**src/rtl/mu0_cpu_param_if.sv**
```systemverilog
`default_nettype none
// ============================================================================
// Module      : mu0_cpu_param_if
// Description : Memory bus and OUT stream channel of the MU0 CPU.
// Revision    : 1.0 - initial release
// ============================================================================
interface mu0_cpu_param_if #(
   parameter int DATA_WIDTH = 16,
   parameter int ADDR_WIDTH = DATA_WIDTH - 4
);
   logic [ADDR_WIDTH-1:0] address;
   logic                  read;
   logic                  write;
   logic [DATA_WIDTH-1:0] writedata;
   logic [DATA_WIDTH-1:0] readdata;
   logic                  waitrequest;
   logic                  out_valid;
   logic [DATA_WIDTH-1:0] out_data;
   logic                  out_ready;

   modport master (
      output address, read, write, writedata, out_valid, out_data,
      input  readdata, waitrequest, out_ready
   );

   modport slave (
      input  address, read, write, writedata, out_valid, out_data,
      output readdata, waitrequest, out_ready
   );
endinterface
`default_nettype wire

```
**src/rtl/mu0_cpu_param.sv**
```systemverilog
`default_nettype none
// ============================================================================
// Module      : mu0_cpu_param
// Description : Parametrised MU0 accumulator CPU with a stall-capable memory
//               port, valid/ready OUT channel and illegal-opcode trap.
// Revision    : 1.0 - initial release
// ============================================================================
module mu0_cpu_param #(
   parameter int                    DATA_WIDTH   = 16,
   parameter int                    ADDR_WIDTH   = DATA_WIDTH - 4,
   parameter logic [ADDR_WIDTH-1:0] RESET_VECTOR = '0
) (
   input  logic            clk,
   input  logic            rst,
   output logic            running,
   output logic            halt_illegal,
   mu0_cpu_param_if.master bus
);

   localparam logic [3:0] c_op_lda = 4'd0;
   localparam logic [3:0] c_op_sto = 4'd1;
   localparam logic [3:0] c_op_add = 4'd2;
   localparam logic [3:0] c_op_sub = 4'd3;
   localparam logic [3:0] c_op_jmp = 4'd4;
   localparam logic [3:0] c_op_jge = 4'd5;
   localparam logic [3:0] c_op_jne = 4'd6;
   localparam logic [3:0] c_op_stp = 4'd7;
   localparam logic [3:0] c_op_out = 4'd8;

   typedef enum logic [1:0] {
      S_FETCH    = 2'd0,
      S_EXEC     = 2'd1,
      S_OUT_WAIT = 2'd2,
      S_HALTED   = 2'd3
   } state_t;

   // Power-on value: the core idles until the first reset.
   state_t                r_state        = S_HALTED;
   logic                  r_halt_illegal = 1'b0;
   state_t                w_state_nx;
   logic                  w_halt_illegal_nx;
   logic [ADDR_WIDTH-1:0] r_pc, w_pc_nx;
   logic [DATA_WIDTH-1:0] r_acc, w_acc_nx;
   logic [DATA_WIDTH-1:0] r_instr, w_instr_nx;
   logic [DATA_WIDTH-1:0] r_out_data, w_out_data_nx;

   logic [3:0]            w_opcode;
   logic [ADDR_WIDTH-1:0] w_operand;
   logic [ADDR_WIDTH-1:0] w_pc_inc;
   logic                  w_exec;

   assign w_opcode  = r_instr[DATA_WIDTH-1 -: 4];
   assign w_operand = r_instr[ADDR_WIDTH-1:0];
   assign w_pc_inc  = r_pc + ADDR_WIDTH'(1);
   assign w_exec    = (r_state == S_EXEC);

   assign running       = (r_state != S_HALTED);
   assign halt_illegal  = r_halt_illegal;
   assign bus.read      = (r_state == S_FETCH) ||
                          (w_exec && (w_opcode == c_op_lda || w_opcode == c_op_add ||
                                      w_opcode == c_op_sub));
   assign bus.write     = w_exec && (w_opcode == c_op_sto);
   assign bus.address   = w_exec ? w_operand : r_pc;
   assign bus.writedata = r_acc;
   assign bus.out_valid = (r_state == S_OUT_WAIT);
   assign bus.out_data  = r_out_data;

   always_comb begin
      w_state_nx        = r_state;
      w_pc_nx           = r_pc;
      w_acc_nx          = r_acc;
      w_instr_nx        = r_instr;
      w_out_data_nx     = r_out_data;
      w_halt_illegal_nx = r_halt_illegal;
      unique case (r_state)
         S_FETCH: begin
            if (!bus.waitrequest) begin
               w_instr_nx = bus.readdata;
               w_state_nx = S_EXEC;
            end
         end
         S_EXEC: begin
            case (w_opcode)
               c_op_lda, c_op_add, c_op_sub, c_op_sto: begin
                  if (!bus.waitrequest) begin
                     if (w_opcode == c_op_lda) w_acc_nx = bus.readdata;
                     if (w_opcode == c_op_add) w_acc_nx = r_acc + bus.readdata;
                     if (w_opcode == c_op_sub) w_acc_nx = r_acc - bus.readdata;
                     w_pc_nx    = w_pc_inc;
                     w_state_nx = S_FETCH;
                  end
               end
               c_op_jmp: begin
                  w_pc_nx    = w_operand;
                  w_state_nx = S_FETCH;
               end
               c_op_jge: begin
                  w_pc_nx    = r_acc[DATA_WIDTH-1] ? w_pc_inc : w_operand;
                  w_state_nx = S_FETCH;
               end
               c_op_jne: begin
                  w_pc_nx    = (r_acc != '0) ? w_operand : w_pc_inc;
                  w_state_nx = S_FETCH;
               end
               c_op_stp: w_state_nx = S_HALTED;
               c_op_out: begin
                  w_out_data_nx = r_acc;
                  w_state_nx    = S_OUT_WAIT;
               end
               default: begin
                  w_halt_illegal_nx = 1'b1;
                  w_state_nx        = S_HALTED;
               end
            endcase
         end
         // Acceptance is only seen once the channel is actually presenting data.
         S_OUT_WAIT: begin
            if (bus.out_ready) begin
               w_pc_nx    = w_pc_inc;
               w_state_nx = S_FETCH;
            end
         end
         S_HALTED: begin
            w_state_nx = S_HALTED;
         end
      endcase
   end

   always_ff @(posedge clk) begin
      if (rst) begin
         r_state        <= S_FETCH;
         r_pc           <= RESET_VECTOR;
         r_acc          <= '0;
         r_instr        <= '0;
         r_out_data     <= '0;
         r_halt_illegal <= 1'b0;
      end else begin
         r_state        <= w_state_nx;
         r_pc           <= w_pc_nx;
         r_acc          <= w_acc_nx;
         r_instr        <= w_instr_nx;
         r_out_data     <= w_out_data_nx;
         r_halt_illegal <= w_halt_illegal_nx;
      end
   end

endmodule
`default_nettype wire
```
**src/flat_wrapper.sv**
```systemverilog
// flat-port wrapper written by rule: the top's interface ports become plain ports
module mu0_cpu_param_flat 
#(
   parameter int                    DATA_WIDTH   = 16,
   parameter int                    ADDR_WIDTH   = DATA_WIDTH - 4,
   parameter logic [ADDR_WIDTH-1:0] RESET_VECTOR = '0
)
  (clk, rst, running, halt_illegal, bus_address, bus_read, bus_write, bus_writedata, bus_out_valid, bus_out_data, bus_readdata, bus_waitrequest, bus_out_ready);
  mu0_cpu_param_if #(.DATA_WIDTH(DATA_WIDTH), .ADDR_WIDTH(ADDR_WIDTH)) bus_i ();
  input  logic clk;
  input  logic rst;
  output logic running;
  output logic halt_illegal;
  output wire logic [$bits(bus_i.address)-1:0] bus_address;
  output wire logic [$bits(bus_i.read)-1:0] bus_read;
  output wire logic [$bits(bus_i.write)-1:0] bus_write;
  output wire logic [$bits(bus_i.writedata)-1:0] bus_writedata;
  output wire logic [$bits(bus_i.out_valid)-1:0] bus_out_valid;
  output wire logic [$bits(bus_i.out_data)-1:0] bus_out_data;
  input wire logic [$bits(bus_i.readdata)-1:0] bus_readdata;
  input wire logic [$bits(bus_i.waitrequest)-1:0] bus_waitrequest;
  input wire logic [$bits(bus_i.out_ready)-1:0] bus_out_ready;
  assign bus_address = bus_i.address;
  assign bus_read = bus_i.read;
  assign bus_write = bus_i.write;
  assign bus_writedata = bus_i.writedata;
  assign bus_out_valid = bus_i.out_valid;
  assign bus_out_data = bus_i.out_data;
  assign bus_i.readdata = bus_readdata;
  assign bus_i.waitrequest = bus_waitrequest;
  assign bus_i.out_ready = bus_out_ready;
  mu0_cpu_param #(.DATA_WIDTH(DATA_WIDTH), .ADDR_WIDTH(ADDR_WIDTH), .RESET_VECTOR(RESET_VECTOR)) u_core (.clk(clk), .rst(rst), .running(running), .halt_illegal(halt_illegal), .bus(bus_i));
endmodule
```
**config.mk**
```make
export PLATFORM = sky130hd
export DESIGN_NAME = mu0_cpu_param_flat
export DESIGN_NICKNAME = d
export VERILOG_FILES = /design/src/rtl/mu0_cpu_param_if.sv /design/src/rtl/mu0_cpu_param.sv /design/src/flat_wrapper.sv
export SDC_FILE = /design/constraint.sdc
export NUM_CORES = 1
export LEC_CHECK = 0
export BUFFER_PORTS_ARGS = -buffer_cell sky130_fd_sc_hd__buf_2
export CELL_PAD_IN_SITES_DETAIL_PLACEMENT = 0
export CELL_PAD_IN_SITES_GLOBAL_PLACEMENT = 1
export CORE_MARGIN = 3
export CORE_UTILIZATION = 45
export CTS_CLUSTER_SIZE = 25
export DETAILED_ROUTE_END_ITERATION = 6
export MAX_ROUTING_LAYER = met4
export PLACE_DENSITY = 0.82
export SLEW_MARGIN = 20
export SYNTH_ARGS = -nofsm -noshare
export SYNTH_HDL_FRONTEND = slang
export SYNTH_SLANG_ARGS = --single-unit
```
**constraint.sdc**
```tcl
create_clock -name clk -period 6.68 [get_ports clk]
set_clock_uncertainty 0.2 [all_clocks]
set_input_delay 1.67 -clock clk [delete_from_list [all_inputs] [get_ports clk]]
set_output_delay 1.67 -clock clk [all_outputs]
set_load 0.005 [all_outputs]
```
==> After elaboration in Yosys (flattened, before gate mapping) <==
Cells that the tools add are included.
{ "classes": {"n_eq_ne": 16, "reduce_logical": 19, "div": 0, "addsub": 3, "shifts": 0, "mux": 15, "magnitude_cmp": 0, "bitwise_logic": 2, "n_mul": 0} }
{ "ops": {"columns": ["operator", "count"], "rows": [
  ["12-bit two-way mux", 5],
  ["16-bit two-way mux", 3],
  ["12-bit case mux with 4 select lines", 1],
  ["12-bit case mux with 2 select lines", 1],
  ["16-bit adder", 1],
  ["4-bit by 3-bit equality test with 1-bit output (second input constant)", 4],
  ["16-bit nonzero test", 1],
  ["16-bit subtractor", 1],
  ["12-bit by 1-bit adder with 12-bit output (second input constant)", 1],
  ["9-bit OR reduction", 1],
  ["4-bit by 2-bit equality test with 1-bit output (second input constant)", 2],
  ["2-bit case mux with 4 select lines", 1],
  ["4-bit AND reduction", 2],
  ["2-bit two-way mux", 3],
  ["2-bit case mux with 3 select lines", 1],
  ["2-bit AND reduction", 3],
  ["5-bit inequality test (second input constant)", 1],
  ["2-bit equality test (second input constant)", 2],
  ["4-bit by 1-bit equality test with 1-bit output (second input constant)", 1],
  ["4-bit equality test (second input constant)", 1],
  ["4-bit zero test", 1],
  ["2-bit inequality test (second input constant)", 2],
  ["4-bit OR reduction", 1],
  ["1-bit logical OR", 3],
  ["other kinds (10)", 12]
]} }
{ "totals": {"output_inout_bits": 49, "memories": 0, "ramBits": 0, "latch_bits": 0, "word_cells": 61, "reg_bits": 63, "romBits": 0, "in_bits": 20} }

==> Longest topological paths before layout <==
{ "depth": {"depth_word": 5, "depth_mapped": 10, "depth_no_buf": 10} }

==> Worst setup path before layout <==
No wires, ideal clock.
{ "synth_timing": {"kind": "input to register", "start": "in bus_readdata[4]", "end": "reg u_core.r_acc[13] (netlist: u_core.bus.writedata[13])", "required_time_ns": 6.379, "setup_slack_ns": 2.561, "arrival_ns": 3.818, "setup_ns": 0.101, "n_path_buf": 1, "cell_stages": 10, "cell_sequence": "inv_1 -> ha_1 -> buf_6 -> a21o_1 -> a221o_1 -> a31o_1 -> o311a_4 -> or3_1 -> a311o_1 -> o41ai_1"} }
{ "synth_between": {"elab_chain_cells": 3, "word_cells_on_any_way": 4, "classes_between": "add/sub (2); mux (2)"} }
{ "synth_rtl": {"columns": ["element", "line_no", "text"], "rows": [
  ["from (decl)", "flat_wrapper.sv:20", "input wire logic [$bits(bus_i.readdata)-1:0] bus_readdata;"],
  ["16-bit adder", "mu0_cpu_param.sv:87", "if (w_opcode == c_op_add) w_acc_nx = r_acc + bus.readdata;"],
  ["16-bit two-way mux", "mu0_cpu_param.sv:87", null],
  ["16-bit two-way mux (*)", "mu0_cpu_param.sv:88", "if (w_opcode == c_op_sub) w_acc_nx = r_acc - bus.readdata;"],
  ["to (signal assigned)", "mu0_cpu_param.sv:140", "r_acc <= w_acc_nx;"],
  ["to (decl)", "mu0_cpu_param.sv:43", "logic [DATA_WIDTH-1:0] r_acc, w_acc_nx;"]
]} }
Every way passes the cells marked *; elsewhere a longest branch is shown, timed or not.
A chain may end at the register's enable or synchronous reset.

==> Worst setup path in the final report <==
{ "layout_timing": {"start": "in bus_readdata[1]", "end": "reg u_core.r_acc[13] (netlist: u_core.bus.writedata[13])"} }
Same word-level chain as after synthesis.

==> impl_metrics.ini <==
[status]
outcome = complete, no violations

[cells_and_area]
syn_to_final_growth_pct = 12.2
drive_gt1_share_pct = 14.2
multiInputGateArea_um2 = 3170
final.fill_count = 1020
antennaDiodeCount = 0
regArea_um2 = 1260
layout.nets = 755
fin_area_um2 = 5280

[place]
dp_hpwl_um = 10500
place_area_um2 = 5090
place_congestion = 0.930
port_buffers = 68

[cts]
hold_buffers = 0
cts_tree = done
clk_latency_ns = 0.36
cts-root-buf = clkbuf_8
clock_tree.buffer_depth = 2
cts.reportedPaths.clkPinSlew_ns = 0.08
cts_buffers = 9
cts.sinks = 63
htree_levels = 3
cts_resized = 0
postCtsSetupBuffers = 0

[logic_synthesis]
synthTopCellsByArea = dfxtp_1 (27%), nand2_1 (10%), ha_1 (8.2%), a21oi_1 (6.5%), nor2_1 (3.7%)
synth_nets = 715
ys_seq_area_share_pct = 26.8
ys_async_sr_fraction_pct = 0
mappedNetlistArea_um2 = 4710
ys_types = 60
syn_area_per_cell_um2 = 7.12
yosysWarnings = 0
yosys_register_bits = 63
synth_edf_count = 0
syn_inst = 662
yosysTopAreaCell = dfxtp_1
synth_top_area_share_pct = 26.8
synthFlopType = dfxtp_1

[timing]
min_period_over_period_pct = 62.2
finalSetupTns_ns = 0
fmax_mhz = 241
setup_violations = 0
slew_violations = 0
slew_headroom_pct = 46.8
hold_viol = 0
tightest_slew_ns = 0.795
fin_crit_ns = 4.16
whs_ns = 0.254
rsz0062_at_grt = false

[routing]
routed_via_density = 5.88
routed_wl_um = 14700
wl_per_cell_um = 17.5
antenna_left = 0
initialDrtViolationCount = 390
drc = 0
vias = 4933
first_pass_iters = 5

[global_route]
grt_pass1_wl_um = 24300
grt_pass1_vias = 4611
grt_max_degree = 68
antenna_found_initial = 0
grtUsageTotal_pct = 26.9
overflow = 0

[floorplanning]
die_h_um = 108
boundaryPins = 69
start_util_pct = 47.3
row_count = 36
die-area_um2 = 11700
die_w_um = 108
core-area_um2 = 9950

[pwr]
p_leak_nw = 2.28
peakVddDrop_mv = 0.0868
power_density_nw_per_um2 = 190

[hold_path]
min_path_type = flop to flop

[worst_setup_path]
path_max_fanout = 6
critical_path_class = input port to flop
start_kind = input port
cp.arrival_ns = 4.22
crit_required_ns = 6.74
critPathCaptureType = flop

[flow_run]
maxCapViolCount = 0
[metal layers]
layer	GRT usage (%)	share of wire, %	up-vias
met5	-	0	-
met4	10.4	2.7	0
met3	4.30	5.9	34
met2	39.3	45	167
met1	37.1	47	2306
li1	-	-	2426
[sequential cells by signal, summed over array words and instances, names as in the netlist]
name / flops
u_core.r_instr: 16
u_core.bus.out_data: 16
u_core.halt_illegal: 1
u_core.bus.writedata: 16
u_core.r_state: 2
u_core.r_pc: 12
[through the flow]
stage               power (mW)  setup WS (ns)  instances  util [%]
floorplan                0.592           2.56        662         -
global placement         0.665           2.30        824      51.1
detailed placement       0.668           2.15        824      51.1
CTS                       1.01           2.53        839      53.1
global route              1.06           2.29        839      53.1
finish                    1.01           2.52        839      53.1
[cells in the mapped netlist (7+ instances only)]
cell type and count:
clkbuf_1 37, a21oi_1 61, dfxtp_1 63, a211oi_1 13, nor2b_1 15, o21ai_0 35, inv_1 31, or3_1 14
nand2b_1 12, and3_1 7, nand3_1 13, nor2_1 47, ha_1 31, and2_1 8, nor3_1 25, nand2_1 131
[placed cells by master, fill, tap and decap left out, types with 4 or more instances in the layout]
| cell | instances |
|---|---|
| mux2_2 | 4 |
| nor4_1 | 6 |
| and2_1 | 8 |
| a21o_1 | 5 |
| or3_1 | 14 |
| o211ai_1 | 5 |
| a21oi_1 | 61 |
| a22oi_1 | 4 |
| nor3b_1 | 4 |
| inv_1 | 31 |
| nor3_1 | 24 |
| nand3_1 | 13 |
| o31a_1 | 4 |
| buf_2 | 68 |
| o21a_1 | 4 |
| o21ai_0 | 35 |
| mux2i_1 | 4 |
| clkbuf_8 | 10 |
| nor2b_1 | 15 |
| o31ai_1 | 4 |
| xnor2_1 | 6 |
| a221oi_1 | 6 |
| dfxtp_1 | 63 |
| nand2_1 | 131 |
| nor2_1 | 47 |
| o221ai_1 | 5 |
| a311oi_1 | 6 |
| and3_1 | 7 |
| a221o_1 | 4 |
| a211oi_1 | 13 |
| buf_4 | 5 |
| nand2b_1 | 12 |
| ha_1 | 31 |
[report_power, final]
group          switching (mW)  internal [mW]
sequential             0.0261          0.392
clock                   0.163          0.180
combinational           0.155         0.0906
total                   0.343          0.662
[cell families after synthesis]
logic type               count (synthesis)  synth area share, %
multiplexers                             8                 1.81
adder cells (fa/ha/maj)                 33                 9.08
XOR/XNOR                                 8                 1.49
buffers and inverters                   75                 6.27
flip-flops                              63                 26.8
AND/OR/NAND/NOR                        292                 28.6
AO/OA/AOI/OAI                          183                 26.0
[worst max-delay path, cell delays in order]
cell and delay, ns:
buf_2 0.17, inv_1 0.06, ha_1 0.31, nand2b_1 0.18, a221oi_1 0.48, o211ai_2 0.16, a2111oi_1 0.63, o41ai_1 0.19
xnor2_1 0.15, o41ai_1 0.22
[worst paths after layout]
kind,depth (start not counted),endpoint,from,slack [ns]
worst min register to register,2,u_core.bus.out_data[8],u_core.bus.out_data[8],0.25
worst max register to register,8,u_core.bus.writedata[13],u_core.bus.writedata[1],3.57
worst max-delay path,10,u_core.bus.writedata[13],bus_readdata[1],2.52
worst min-delay path,2,u_core.bus.out_data[8],u_core.bus.out_data[8],0.25
[area by class of cell]
cell class / instances / share of cell area [%]
repair buffers: 73 / 7.15
multi-input cells: 524 / 59.9
flip-flops and latches: 63 / 23.9
clock buffers: 10 / 2.60
well taps: 133 / 3.15
clock inverters: 5 / 1.11
inverters: 31 / 2.20
(Power assumes the default switching activity.)
